## config.mk

```make
export PLATFORM = sky130hd
export DESIGN_NAME = sync_bidir_fifo
export DESIGN_NICKNAME = d
export VERILOG_FILES = /design/src/rtl/sync_bidir_fifo_pkg.sv /design/src/rtl/sync_bidir_fifo_ram.sv /design/src/rtl/sync_bidir_fifo.sv
export SDC_FILE = /design/constraint.sdc
export NUM_CORES = 1
export LEC_CHECK = 0
export ABC_CLOCK_PERIOD_IN_PS = 6400
export BUFFER_PORTS_ARGS = -buffer_cell sky130_fd_sc_hd__buf_2
export CAP_MARGIN = 20
export CORE_MARGIN = 3
export CORE_UTILIZATION = 45
export CTS_CLUSTER_DIAMETER = 60
export DETAILED_ROUTE_END_ITERATION = 7
export GPL_TIMING_DRIVEN = 0
export SLEW_MARGIN = 15
export SYNTH_ARGS = -nofsm -noshare
export SYNTH_HDL_FRONTEND = slang
export SYNTH_SLANG_ARGS = --single-unit
```

## constraint.sdc

```tcl
create_clock -name clk -period 6.4 [get_ports clk]
set_clock_uncertainty 0.05 [all_clocks]
set_input_delay 1.28 -clock clk [delete_from_list [all_inputs] [get_ports clk]]
set_output_delay 1.28 -clock clk [all_outputs]
set_load 0.1 [all_outputs]
```

## src/rtl/sync_bidir_fifo_pkg.sv

```systemverilog
// Shared types and constants for the bidirectional FIFO: FSM state
// encoding and the meaning of the dir output.
package sync_bidir_fifo_pkg;

  typedef enum logic [1:0] {
    A2B      = 2'd0,
    TURN_B2A = 2'd1,
    B2A      = 2'd2,
    TURN_A2B = 2'd3
  } state_e;

  localparam logic DIR_A2B = 1'b1;
  localparam logic DIR_B2A = 1'b0;

endpackage

```

## src/rtl/sync_bidir_fifo_ram.sv

```systemverilog
// Single-clock storage array for the bidirectional FIFO: one synchronous
// write port, one asynchronous read port.
module sync_bidir_fifo_ram #(
  parameter int DSIZE = 8,
  parameter int ASIZE = 4
) (
  input  logic             clk,
  input  logic             we,
  input  logic [ASIZE-1:0] waddr,
  input  logic [DSIZE-1:0] wdata,
  input  logic [ASIZE-1:0] raddr,
  output logic [DSIZE-1:0] rdata
);

  logic [DSIZE-1:0] mem_q [0:(1<<ASIZE)-1];

  // Write port: store the accepted word at the write pointer.
  // NOTE: the array has no reset; stale contents are never visible because
  // count gates every read.
  always_ff @(posedge clk) begin
    if (we) mem_q[waddr] <= wdata;
  end

  assign rdata = mem_q[raddr];

endmodule

```

## src/rtl/sync_bidir_fifo.sv

```systemverilog
// Bidirectional single-clock FIFO shared by ports A and B. dir selects the
// writer (A when 1) and the reader (B when 1); a turnaround drains the FIFO
// before the direction flips. Optional macro SYNC_BIDIR_FIFO_FWFT_EN makes
// the reader's rdata show the head word combinationally (first-word
// fall-through); otherwise rdata is registered on each accepted read.
module sync_bidir_fifo
  import sync_bidir_fifo_pkg::*;
#(
  parameter int DSIZE     = 8,
  parameter int ASIZE     = 4,
  parameter int AFULL_TH  = 1,
  parameter int AEMPTY_TH = 1
) (
  input  logic             clk,
  input  logic             rst,
  input  logic             dir_req,
  output logic             dir,
  output logic             busy,
  input  logic             a_winc,
  input  logic [DSIZE-1:0] a_wdata,
  input  logic             a_rinc,
  output logic [DSIZE-1:0] a_rdata,
  output logic             a_full,
  output logic             a_afull,
  output logic             a_empty,
  output logic             a_aempty,
  input  logic             b_winc,
  input  logic [DSIZE-1:0] b_wdata,
  input  logic             b_rinc,
  output logic [DSIZE-1:0] b_rdata,
  output logic             b_full,
  output logic             b_afull,
  output logic             b_empty,
  output logic             b_aempty,
  output logic [ASIZE:0]   count
);

  localparam logic [ASIZE:0] DEPTH_W    = {1'b1, {ASIZE{1'b0}}};
  localparam logic [ASIZE:0] AFULL_LVL  = DEPTH_W - (ASIZE+1)'(AFULL_TH);
  localparam logic [ASIZE:0] AEMPTY_LVL = (ASIZE+1)'(AEMPTY_TH);

  state_e           state_q, state_d;
  logic [ASIZE-1:0] wptr_q, wptr_d, rptr_q, rptr_d;
  logic [ASIZE:0]   count_q, count_d;
  logic [DSIZE-1:0] a_rdata_q, a_rdata_d, b_rdata_q, b_rdata_d;

  logic             lvl_full, lvl_afull, lvl_empty, lvl_aempty;
  logic             wr_open, wr_inc, rd_inc, wr_en, rd_en;
  logic [DSIZE-1:0] wr_data, ram_rdata;

  assign dir  = (state_q == A2B || state_q == TURN_B2A) ? DIR_A2B : DIR_B2A;
  assign busy = (state_q == TURN_B2A || state_q == TURN_A2B);

  assign lvl_full   = (count_q == DEPTH_W);
  assign lvl_empty  = (count_q == '0);
  assign lvl_afull  = (count_q >= AFULL_LVL);
  assign lvl_aempty = (count_q <= AEMPTY_LVL);

  // The writer is blocked for the whole turnaround; the reader keeps draining.
  assign wr_open = !busy;
  assign wr_inc  = (dir == DIR_A2B) ? a_winc  : b_winc;
  assign wr_data = (dir == DIR_A2B) ? a_wdata : b_wdata;
  assign rd_inc  = (dir == DIR_A2B) ? b_rinc  : a_rinc;
  assign wr_en   = wr_inc && wr_open && !lvl_full;
  assign rd_en   = rd_inc && !lvl_empty;

  assign a_full   = (dir == DIR_A2B && wr_open) ? lvl_full  : 1'b1;
  assign a_afull  = (dir == DIR_A2B && wr_open) ? lvl_afull : 1'b1;
  assign b_full   = (dir == DIR_B2A && wr_open) ? lvl_full  : 1'b1;
  assign b_afull  = (dir == DIR_B2A && wr_open) ? lvl_afull : 1'b1;
  assign a_empty  = (dir == DIR_B2A) ? lvl_empty  : 1'b1;
  assign a_aempty = (dir == DIR_B2A) ? lvl_aempty : 1'b1;
  assign b_empty  = (dir == DIR_A2B) ? lvl_empty  : 1'b1;
  assign b_aempty = (dir == DIR_A2B) ? lvl_aempty : 1'b1;
  assign count    = count_q;

  sync_bidir_fifo_ram #(
    .DSIZE (DSIZE),
    .ASIZE (ASIZE)
  ) u_ram (
    .clk   (clk),
    .we    (wr_en),
    .waddr (wptr_q),
    .wdata (wr_data),
    .raddr (rptr_q),
    .rdata (ram_rdata)
  );

  // Direction FSM: start a turnaround on request, abort it if the request
  // reverts, and flip direction once the FIFO has drained.
  // NOTE: every output of an always_comb gets a default first, so no path
  // can leave it unassigned and infer a latch.
  always_comb begin
    state_d = state_q;
    unique case (state_q)
      A2B:      if (dir_req == DIR_B2A) state_d = TURN_B2A;
      TURN_B2A: if (dir_req == DIR_A2B) state_d = A2B;
                else if (lvl_empty)     state_d = B2A;
      B2A:      if (dir_req == DIR_A2B) state_d = TURN_A2B;
      TURN_A2B: if (dir_req == DIR_B2A) state_d = B2A;
                else if (lvl_empty)     state_d = A2B;
      default:  state_d = A2B;
    endcase
  end

  // Pointer, fill-level and read-data updates for accepted accesses.
  always_comb begin
    wptr_d    = wptr_q;
    rptr_d    = rptr_q;
    count_d   = count_q;
    a_rdata_d = a_rdata_q;
    b_rdata_d = b_rdata_q;
    if (wr_en) wptr_d = wptr_q + ASIZE'(1);
    if (rd_en) begin
      rptr_d = rptr_q + ASIZE'(1);
      if (dir == DIR_A2B) b_rdata_d = ram_rdata;
      else                a_rdata_d = ram_rdata;
    end
    case ({wr_en, rd_en})
      2'b10:   count_d = count_q + (ASIZE+1)'(1);
      2'b01:   count_d = count_q - (ASIZE+1)'(1);
      default: count_d = count_q;
    endcase
  end

  // State registers with asynchronous reset.
  // NOTE: sequential state uses non-blocking assignments so every flop
  // samples pre-edge values regardless of statement order.
  always_ff @(posedge clk or posedge rst) begin
    if (rst) begin
      state_q   <= A2B;
      wptr_q    <= '0;
      rptr_q    <= '0;
      count_q   <= '0;
      a_rdata_q <= '0;
      b_rdata_q <= '0;
    end else begin
      state_q   <= state_d;
      wptr_q    <= wptr_d;
      rptr_q    <= rptr_d;
      count_q   <= count_d;
      a_rdata_q <= a_rdata_d;
      b_rdata_q <= b_rdata_d;
    end
  end

`ifdef SYNC_BIDIR_FIFO_FWFT_EN
  // The reader sees the head word as soon as one is stored; otherwise the
  // last word it consumed.
  assign a_rdata = (dir == DIR_B2A && !lvl_empty) ? ram_rdata : a_rdata_q;
  assign b_rdata = (dir == DIR_A2B && !lvl_empty) ? ram_rdata : b_rdata_q;
`else
  assign a_rdata = a_rdata_q;
  assign b_rdata = b_rdata_q;
`endif

endmodule
```

# Word level (Yosys, flattened, before mapping)
# Memory sizes are Yosys's and may differ from the RTL's.
# Index checks and enable logic that the tools add are counted.
dict set report totals {
  word_cells 62
  reg_bits 31
  mem_bits_rw 128
  n_memories 1
  in_bits 23
  output_inout_bits 31
}
# memory words word_bits rd rd_clocked_by_memory_dff write_ports line
set mem_list {}
lappend mem_list {u_ram.mem_q 16 8 1 0 1 sync_bidir_fifo_ram.sv:15} ;# logic [DSIZE-1:0] mem_q [0:(1<<ASIZE)-1];
dict set report classes {
  magnitude_cmp 2
  mux 22
  n_eq_ne 10
  addsub 4
  reduce_logical 16
  bitwise_logic 1
}
# cell count
set op_table {}
lappend op_table {{1-bit two-way mux} 13}
lappend op_table {{2-bit two-way mux} 6}
lappend op_table {{5-bit case mux with 2 select lines} 1}
lappend op_table {{4-bit by 1-bit adder with 4-bit output, second input constant} 2}
lappend op_table {{8-bit two-way mux} 1}
lappend op_table {{2-bit case mux with 4 select lines} 1}
lappend op_table {{2-bit equality test, second input constant} 3}
lappend op_table {{3-bit inequality test, second input constant} 2}
lappend op_table {{5-bit by 1-bit adder with 5-bit output, second input constant} 1}
lappend op_table {{5-bit equality test, second input constant} 1}
lappend op_table {{5-bit by 4-bit greater-or-equal comparator with 1-bit output, second input constant} 1}
lappend op_table {{5-bit by 1-bit <= comparator with 1-bit output, second input constant} 1}
lappend op_table {{1-bit logical AND} 5}
lappend op_table {{5-bit logical NOT} 1}
lappend op_table {{5-bit by 1-bit subtractor with 5-bit output, second input constant} 1}
lappend op_table {{2-bit by 1-bit equality test with 1-bit output, second input constant} 2}
lappend op_table {{2-bit inequality test, second input constant} 2}
lappend op_table {{2-bit AND reduction} 2}
lappend op_table {{4-bit AND reduction} 1}
lappend op_table {{1-bit logical NOT} 3}
lappend op_table {{2-bit logical NOT} 1}
lappend op_table {{1-bit logical OR} 2}
lappend op_table {{2-bit nonzero test} 1}
lappend op_table {{1-bit inverter} 1}

# Longest topological paths before layout
# Gate-level depths: netlist of run 1.
dict set report logic_depth {
  word_depth 8
  mapped_depth 9
  mapped_depth_nobuf 8
}

# Cells and area by module
# From an unflattened synthesis of run 1, not the netlist that was laid out.
dict set report unflattened {
  cells_unflattened 356
  hier_area_um2 6603.8
}
# module seq_area_each_um2 cells_each area_each_um2 n_inst
set modules_own_cells {}
lappend modules_own_cells {sync_bidir_fifo_ram 3843.7 221 4987.3 1}
lappend modules_own_cells {sync_bidir_fifo 775.7 135 1616.6 1}

# Worst setup path after synthesis of run 1
# OpenSTA, ideal clock, no wires.
dict set report synth_path {
  path_type {reg2out}
  startpoint {register count_q[0], in the netlist count[0]}
  endpoint {output a_afull}
  arrival_time_ns 2.496
  path_slack_ns 2.574
  path_stages_with_launch 6
  path_cell_list {dfrtp_1 > ha_1 > and3_1 > ha_1 > nor3_1 > nand3_1}
}
dict set report synth_between {
  elab_chain_len 2
}
# element line
set synth_rtl {}
lappend synth_rtl {{start: declaration} sync_bidir_fifo.sv:44} ;# logic [ASIZE:0] count_q, count_d;
lappend synth_rtl {{start signal: assignment} sync_bidir_fifo.sv:141} ;# count_q <= count_d;
lappend synth_rtl {{5-bit by 4-bit greater-or-equal comparator with 1-bit output} sync_bidir_fifo.sv:56} ;# assign lvl_afull = (count_q >= AFULL_LVL);
lappend synth_rtl {{1-bit two-way mux} sync_bidir_fifo.sv:68} ;# assign a_afull = (dir == DIR_A2B && wr_open) ? lvl_afull : 1'b1;
lappend synth_rtl {{end: declaration} sync_bidir_fifo.sv:24} ;# output logic a_afull,
# No other way between the ends.

# Worst setup path after layout of run 1
dict set report layout_path {
  startpoint {register count_q[1], in the netlist count[1]}
  endpoint {output b_empty}
}
dict set report layout_between {
  elab_chain_len 2
}
# element line
set layout_rtl {}
lappend layout_rtl {{5-bit logical NOT} sync_bidir_fifo.sv:55} ;# assign lvl_empty = (count_q == '0);
lappend layout_rtl {{1-bit two-way mux} sync_bidir_fifo.sv:73} ;# assign b_empty = (dir == DIR_A2B) ? lvl_empty : 1'b1;
lappend layout_rtl {{end: declaration} sync_bidir_fifo.sv:33} ;# output logic b_empty,
# No other way between the ends.

==> key figures, run 1 <==
Outcome
  • Status: complete, no violations

Floorplanning
  • Chip height: 128 µm
  • Die ar.: 16400 µm²
  • # rows: 44
  • Io pins: 54
  • Core Area: 14600 µm²
  • Initial core utilization: 46.1%
  • Die Wd: 128 µm

Clock tree
  • Reg clk slew, reported paths: 0.06 ns
  • Postcts setup bufs: 0
  • CTS buffer count: 17
  • Post_cts resized: 0
  • Bufs on Longest Clock Path: 2
  • CTS tree: yes
  • CTS Hold Bufs: 0
  • H-tree lvl count: 4
  • Worst-Skew Late Latency: 0.42 ns
  • Clock sink count: 159
  • CTS root buf: clkbuf_16

Placed design
  • Detail Placement HPWL: approximately 9600 µm
  • Final Wtd Congestion: 0.836
  • Post-Place Worst Slack: 2.99 ns
  • PortBufs: 53

GRT
  • Initial antenna violation count: 0
  • Largest net degree at the start of global routing: 32
  • Overflow after GRT: 0
  • Vias in the first global route: around 3.7k
  • Total GRT Usage: 18.1%
  • First-pass GRT wire length: 21500 µm

Setup path
  • Cell chain of the critical path: inv_1 -> ha_1 -> nor4b_4 -> or2_2 -> buf_2
  • CP max FO: 8
  • Crit path arrival time: 2.28 ns
  • CP max stage cell: dfrtp_1
  • Buffers and inverters on the worst path: 2
  • CP startpoint kind: register
  • Family with the most delay on the worst path: simple AND/OR/NAND/NOR gates
  • Crit end category: output pin
  • Worst EP required: 5.07 ns
  • Crit path largest cell delay: 0.45 ns
  • CP Class: reg -> out

Finish
  • Fin util: 54.3%
  • Register area: 4620 µm²
  • Nets: approximately 510
  • Area Growth Syn to Fin: 17.7%
  • Share of cells above drive strength 1: 29.9%
  • # fillers: 1130
  • Multi-input gate area: between 1500 and 2000 µm²
  • N_diodes: 0

Drt
  • DR vias/cell: 5.46
  • First-pass iteration count of the detailed router: 4
  • WL per Instance: 21.1 µm
  • Routed WL: 14100 µm
  • DRC: 0
  • Vias: approximately 3.7k
  • Antenna viol nets, final: 0
  • Initial DRC count: 336

STA
  • Final setup TNS: 0 ns
  • Relative slew slack: about two fifths
  • Fmax: 0.277 GHz
  • Fin. Hold Viols: 0
  • Final setup fails: 0
  • Worst Tran Pin Value: 0.913 ns
  • Worst setup margin: 2.79 ns
  • Final Cycle Share: between 50 and 60%
  • RSZ-0062 raised after global routing: no
  • Pins Over Slew Limit: 0
  • Tmin final: roughly 3.6 ns

Synthesis
  • Top cells by area, synth: edfxtp_1 (57%), dfrtp_1 (12%), mux4_1 (5.1%)
  • Synthesized flop and latch total: ~160
  • Mux cell area share after synthesis: 14.3%
  • Dominant synthesized flop cell: edfxtp_1
  • Post-synth top area share: 57.2%
  • Simple-gate share of the synthesized area: 5.25%
  • Mapped Nets: 430
  • Post-synthesis async set-or-reset flop share: 19.5%
  • Adder-cell share of the synthesized area: 2.05%
  • Compound-Gate Fraction of Synth Area: approximately 5.6%
  • Yosys cell types: 40
  • Sequential fraction of the synthesis area: between 60% and 70%
  • Synth warn: 0
  • Cell taking the most area after synthesis: edfxtp_1
  • Xor and xnor area share after synthesis: about 1.4%
  • Post-synth EDFFs: 128
  • Netlist Area Pre-Place: around 6700 µm²
  • Gate Count Post-Synth: 396
  • Largest family of logic cells by synthesized area: multiplexers
  • Syn Area/Cell: 17.0 µm²

Hold path
  • Worst Hold Class: reg -> reg

Flow run
  • Max-cap violations: 0
==> stage by stage <==
stage	std cells	cell area (µm²)	hold WS, ns
global placement	633	7220	0.459
floorplan	396	6720	0.518
global route	669	7920	0.520
finish	669	7920	0.494
CTS	669	7920	0.496
detailed placement	637	7270	0.469
==> worst paths after layout <==
kind	from	end	slack (ns)	depth (start not counted)
setup / recovery	count[1]$_DFFE_PP0P_	b_empty	2.79	5
hold / removal	b_rdata[6]$_DFFE_PP0P_	b_rdata[6]$_DFFE_PP0P_	0.49	2
setup reg to reg	count[0]$_DFFE_PP0P_	u_ram.mem_q[11][3]$_DFFE_PP_	3.66	5
hold reg to reg	b_rdata[6]$_DFFE_PP0P_	b_rdata[6]$_DFFE_PP0P_	0.49	2
max in group asynchronous	rst	wptr_q[2]$_DFFE_PP0P_	4.93	2
min in group asynchronous	rst	b_rdata[7]$_DFFE_PP0P_	0.92	2
==> Yosys cell counts, types with 4 or more instances <==
| library cell | instances |
|---|---|
| edfxtp_1 | 128 |
| dfrtp_1 | 31 |
| a21oi_1 | 29 |
| nor2_1 | 26 |
| mux2i_1 | 18 |
| mux2_2 | 17 |
| mux4_1 | 13 |
| ha_1 | 11 |
| inv_1 | 11 |
| mux4_2 | 11 |
| nand2_1 | 10 |
| and2_1 | 9 |
| clkbuf_1 | 9 |
| a2bb2oi_1 | 8 |
| a22oi_2 | 7 |
| xnor2_1 | 7 |
| buf_2 | 6 |
| nor4_1 | 4 |
| xor2_1 | 4 |
==> sequential cells by signal, summed over array words and instances, names as in the netlist, named ones only <==
| name | count |
|---|---|
| b_rdata | 8 |
| u_ram.mem_q | 128 |
| count | 5 |
| state_q | 1 |
| rptr_q | 4 |
| wptr_q | 4 |
| a_rdata | 8 |
==> cell usage in the layout (no fill, tap or decap), types with 8 or more instances in the layout <==
cell type and instances:
dfrtp_1 31, a21oi_1 29, mux2_2 17, mux2i_1 18, mux4_2 11, clkbuf_16 19, a2bb2oi_1 8, edfxtp_1 128
mux4_1 13, ha_1 11, and2_1 9, inv_1 10, nor2_1 26, buf_2 59, clkbuf_1 10, nand2_1 10
==> kinds of logic (layout without fill, tap and decap cells) <==
kind of cell	after synthesis	count (layout)
DFF	159	159
and+or+nand+nor	67	67
buffers and inverters	36	125
adders and majority gates	11	11
xor gates and xnor gates	11	11
AOI/OAI and AO/OA	53	53
muxes	59	59
==> metal layers <==
| layer | track usage [%] | vias up | share of wire [%] |
|---|---|---|---|
| li1 | - | 1689 | - |
| met1 | 24.5 | 1897 | 45 |
| met2 | 28.9 | 52 | 51 |
| met3 | 4.50 | 15 | 2.9 |
| met4 | 5.81 | 0 | 1.4 |
| met5 | 0 | - | 0 |
==> worst min-delay path: cells and delay by family, from the launching register on <==
kind,cells,cell delay (ns)
AO/OA/AOI/OAI,1,0.11
flip-flops,1,0.34
AND/OR/NAND/NOR,1,0.05
==> cell type report <==
| cell class | count | area share, % |
|---|---|---|
| repair buffers | 57 | 3.73 |
| inverters | 12 | 0.569 |
| clock inverters | 11 | 1.88 |
| multi-input cells | 201 | 24.6 |
| flip-flops and latches | 159 | 58.4 |
| clock buffers | 21 | 6.23 |
| plain buffers | 24 | 1.71 |
| well taps | 184 | 2.91 |
Power of run 1 is left out: the tool's default activity adds up to more than one toggle a clock period on the data nets, which glitch-free logic cannot reach.
==> run 2, diff against run 1 <==
--- a/config.mk
+++ b/config.mk
@@ -5,7 +5,8 @@
 export SDC_FILE = /design/constraint.sdc
 export NUM_CORES = 1
 export LEC_CHECK = 0
-export ABC_CLOCK_PERIOD_IN_PS = 6400
+export ABC_AREA = 1
+export ABC_CLOCK_PERIOD_IN_PS = 3550
 export BUFFER_PORTS_ARGS = -buffer_cell sky130_fd_sc_hd__buf_2
 export CAP_MARGIN = 20
 export CORE_MARGIN = 3
==> constraint.sdc (replaced) <==
create_clock -name clk -period 3.55 [get_ports clk]
set_clock_uncertainty 0.05 [all_clocks]
set_input_delay 0.71 -clock clk [delete_from_list [all_inputs] [get_ports clk]]
set_output_delay 0.71 -clock clk [all_outputs]
set_load 0.1 [all_outputs]
==> key figures, run 2 <==
Drt
  • DR vias/cell: 4.84
  • First-pass iteration count of the detailed router: 5
  • WL per Instance: approximately 16 µm
  • DRC: 0
  • Vias: ~5k
  • Routed WL: between 15000 and 20000 µm
  • Initial DRC count: roughly 310
  • Antenna viol nets, final: 0

GRT
  • Initial antenna violation count: 0
  • Total GRT Usage: 19.9%
  • First-pass GRT wire length: 26400 µm
  • Vias in the first global route: 4803
  • Largest net degree at the start of global routing: 32
  • Overflow after GRT: 0

STA
  • Tmin final: roughly 2.7 ns
  • Fmax: ~0.37 GHz
  • Fin. Hold Viols: 0
  • Final setup TNS: 0 ns
  • Final Cycle Share: 76.5%
  • Final setup fails: 0
  • Pins Over Slew Limit: 0
  • RSZ-0062 raised after global routing: no
  • Worst Tran Pin Value: 0.842 ns
  • Relative slew slack: 43.7%

Synthesis
  • Post-synthesis async set-or-reset flop share: between 10% and 20%
  • Yosys cell types: 24
  • Adder-cell share of the synthesized area: 1.93%
  • Most common cell in the synthesized netlist: nand2_1
  • Gate Count Post-Synth: 736
  • Mapped Nets: 770
  • Dominant synthesized flop cell: edfxtp_1
  • Post-synth EDFFs: roughly 130
  • Synthesized flop and latch total: 159
  • Compound-Gate Fraction of Synth Area: less than 1%
  • Netlist Area Pre-Place: 7130 µm²
  • Most common library cells after synthesis: nand2_1 (307), edfxtp_1 (128), nor2_1 (71), inv_1 (66), nand3_1 (53)
  • Cell taking the most area after synthesis: edfxtp_1
  • Largest family of logic cells by synthesized area: simple AND/OR/NAND/NOR gates
  • Top cells by area, synth: edfxtp_1 (54%), nand2_1 (16%), dfrtp_1 (11%)
  • Mux cell area share after synthesis: 0%
  • Syn Area/Cell: 9.68 µm²
  • Xor and xnor area share after synthesis: 1.35%
  • Synth warn: 0
  • Post-synth top area share: 53.9%
  • Sequential fraction of the synthesis area: 64.8%
  • Simple-gate share of the synthesized area: 25.0%

Placed design
  • Detail Placement HPWL: 11400 µm
  • Final Wtd Congestion: 0.871
  • PortBufs: 53

Clock tree
  • Worst-Skew Late Latency: 0.43 ns
  • Postcts setup bufs: 0
  • Clock sink count: about 160
  • CTS root buf: clkbuf_16
  • CTS Hold Bufs: 0
  • Reg clk slew, reported paths: 0.06 ns
  • Bufs on Longest Clock Path: 2
  • H-tree lvl count: 4
  • CTS buffer count: 17
  • CTS tree: yes
  • Post_cts resized: 0

Floorplanning
  • Die Wd: 132 µm
  • Chip height: 132 µm
  • # rows: between 40 and 50
  • Die ar.: 17400 µm²
  • Core Area: 15400 µm²
  • Io pins: 54
  • Initial core utilization: 46.4%

Flow run
  • Max-cap violations: 0

Hold path
  • Worst Hold Class: in -> async

Finish
  • Nets: 842
  • Area Growth Syn to Fin: 16.3%
  • N_diodes: 0
  • Biggest register: u_ram.mem_q
  • Commonest cells after routing, fill and taps aside: nand2_1 (307), edfxtp_1 (128), nor2_1 (71)
  • # fillers: approximately 1.4k
  • Share of cells above drive strength 1: between 10% and 20%
  • Commonest non-fill, non-tap cell in the layout: nand2_1
  • Max reg flops: about 130

Setup path
  • Crit end category: output pin
  • CP startpoint kind: register
  • CP max FO: 7
  • Worst EP required: around 2.8 ns
  • Crit path arrival time: 1.96 ns
  • CP Class: reg -> out
  • R2R Path Start: count[0]$_DFFE_PP0P_
  • Crit path launch: count[0]$_DFFE_PP0P_

Outcome
  • Status: complete, no violations
[run 2: cell types whose count changed after synthesis, sizes merged, moves of 8 or more]
cell / delta
mux2: -17
a21oi: -27
and2: -9
nand2: +298
inv: +64
mux2i: -18
nor2: +49
a22oi: -8
mux4: -24
nand3: +53
a2bb2oi: -8
[run 2: kinds of logic (layout without fill, tap and decap cells)]
family          count (synthesis)  after routing
compound gates                 10             10
xor+xnor                       11             11
fa+ha+maj                      11             11
buf+inv                       103            188
flops                         159            159
simple gates                  442            442
[run 2: per-layer routing]
layer	vias up	GRT usage [%]	part of all wire, %
met4	0	6.48	1.9
met2	130	31.6	48
li1	2485	-	-
met1	2364	27.6	45
met5	-	0	0
met3	20	4.01	5.0
[run 2: final timing paths]
check / endpoint / slack, ns / cells past startpoint
max reg2reg: u_ram.mem_q[4][5]$_DFFE_PP_ / 0.97 / 7
min: a_rdata[0]$_DFFE_PP0P_ / 0.35 / 2
max in group asynchronous: wptr_q[2]$_DFFE_PP0P_ / 2.64 / 2
max: b_afull / 0.83 / 7
min in group clk: a_rdata[2]$_DFFE_PP0P_ / 0.43 / 2
min reg2reg: a_rdata[2]$_DFFE_PP0P_ / 0.43 / 2
[run 2: area by class of cell]
cell class,instances,area [µm²],area share [%]
Clock buffer,24,578,6.97
Sequential cell,159,4620,55.7
Buffer,26,151,1.83
Clock inverter,8,56.3,0.679
Tap cell,211,264,3.18
Multi-Input combinational cell,474,2060,24.9
Timing Repair Buffer,53,265,3.20
Inverter,77,292,3.52
[run 2: worst max-delay path, stage by stage (launching register included)]
cell and delay, ns:
dfrtp_1 0.46, ha_1 0.19, inv_1 0.05, nor2_1 0.10, ha_1 0.15, inv_1 0.06
nand4_1 0.09, buf_2 0.43
[run 2: metrics by stage]
stage | setup WS (ns) | cell area, µm² | hold slack (ns) | utilization [%] | instances
6_report | 0.833 | 8290 | 0.348 | 53.9 | 1032
5_1_grt | 0.706 | 8290 | 0.399 | 53.9 | 1032
4_1_cts | 0.817 | 8290 | 0.370 | 53.9 | 1032
3_5_place_dp | 0.972 | 7660 | 0.414 | 49.8 | 1000
3_3_place_gp | 1.04 | 7660 | 0.411 | 49.8 | 1000
2_1_floorplan | 0.245 | 7130 | 0.452 | - | 736
Power of run 2 is left out for the same reason.
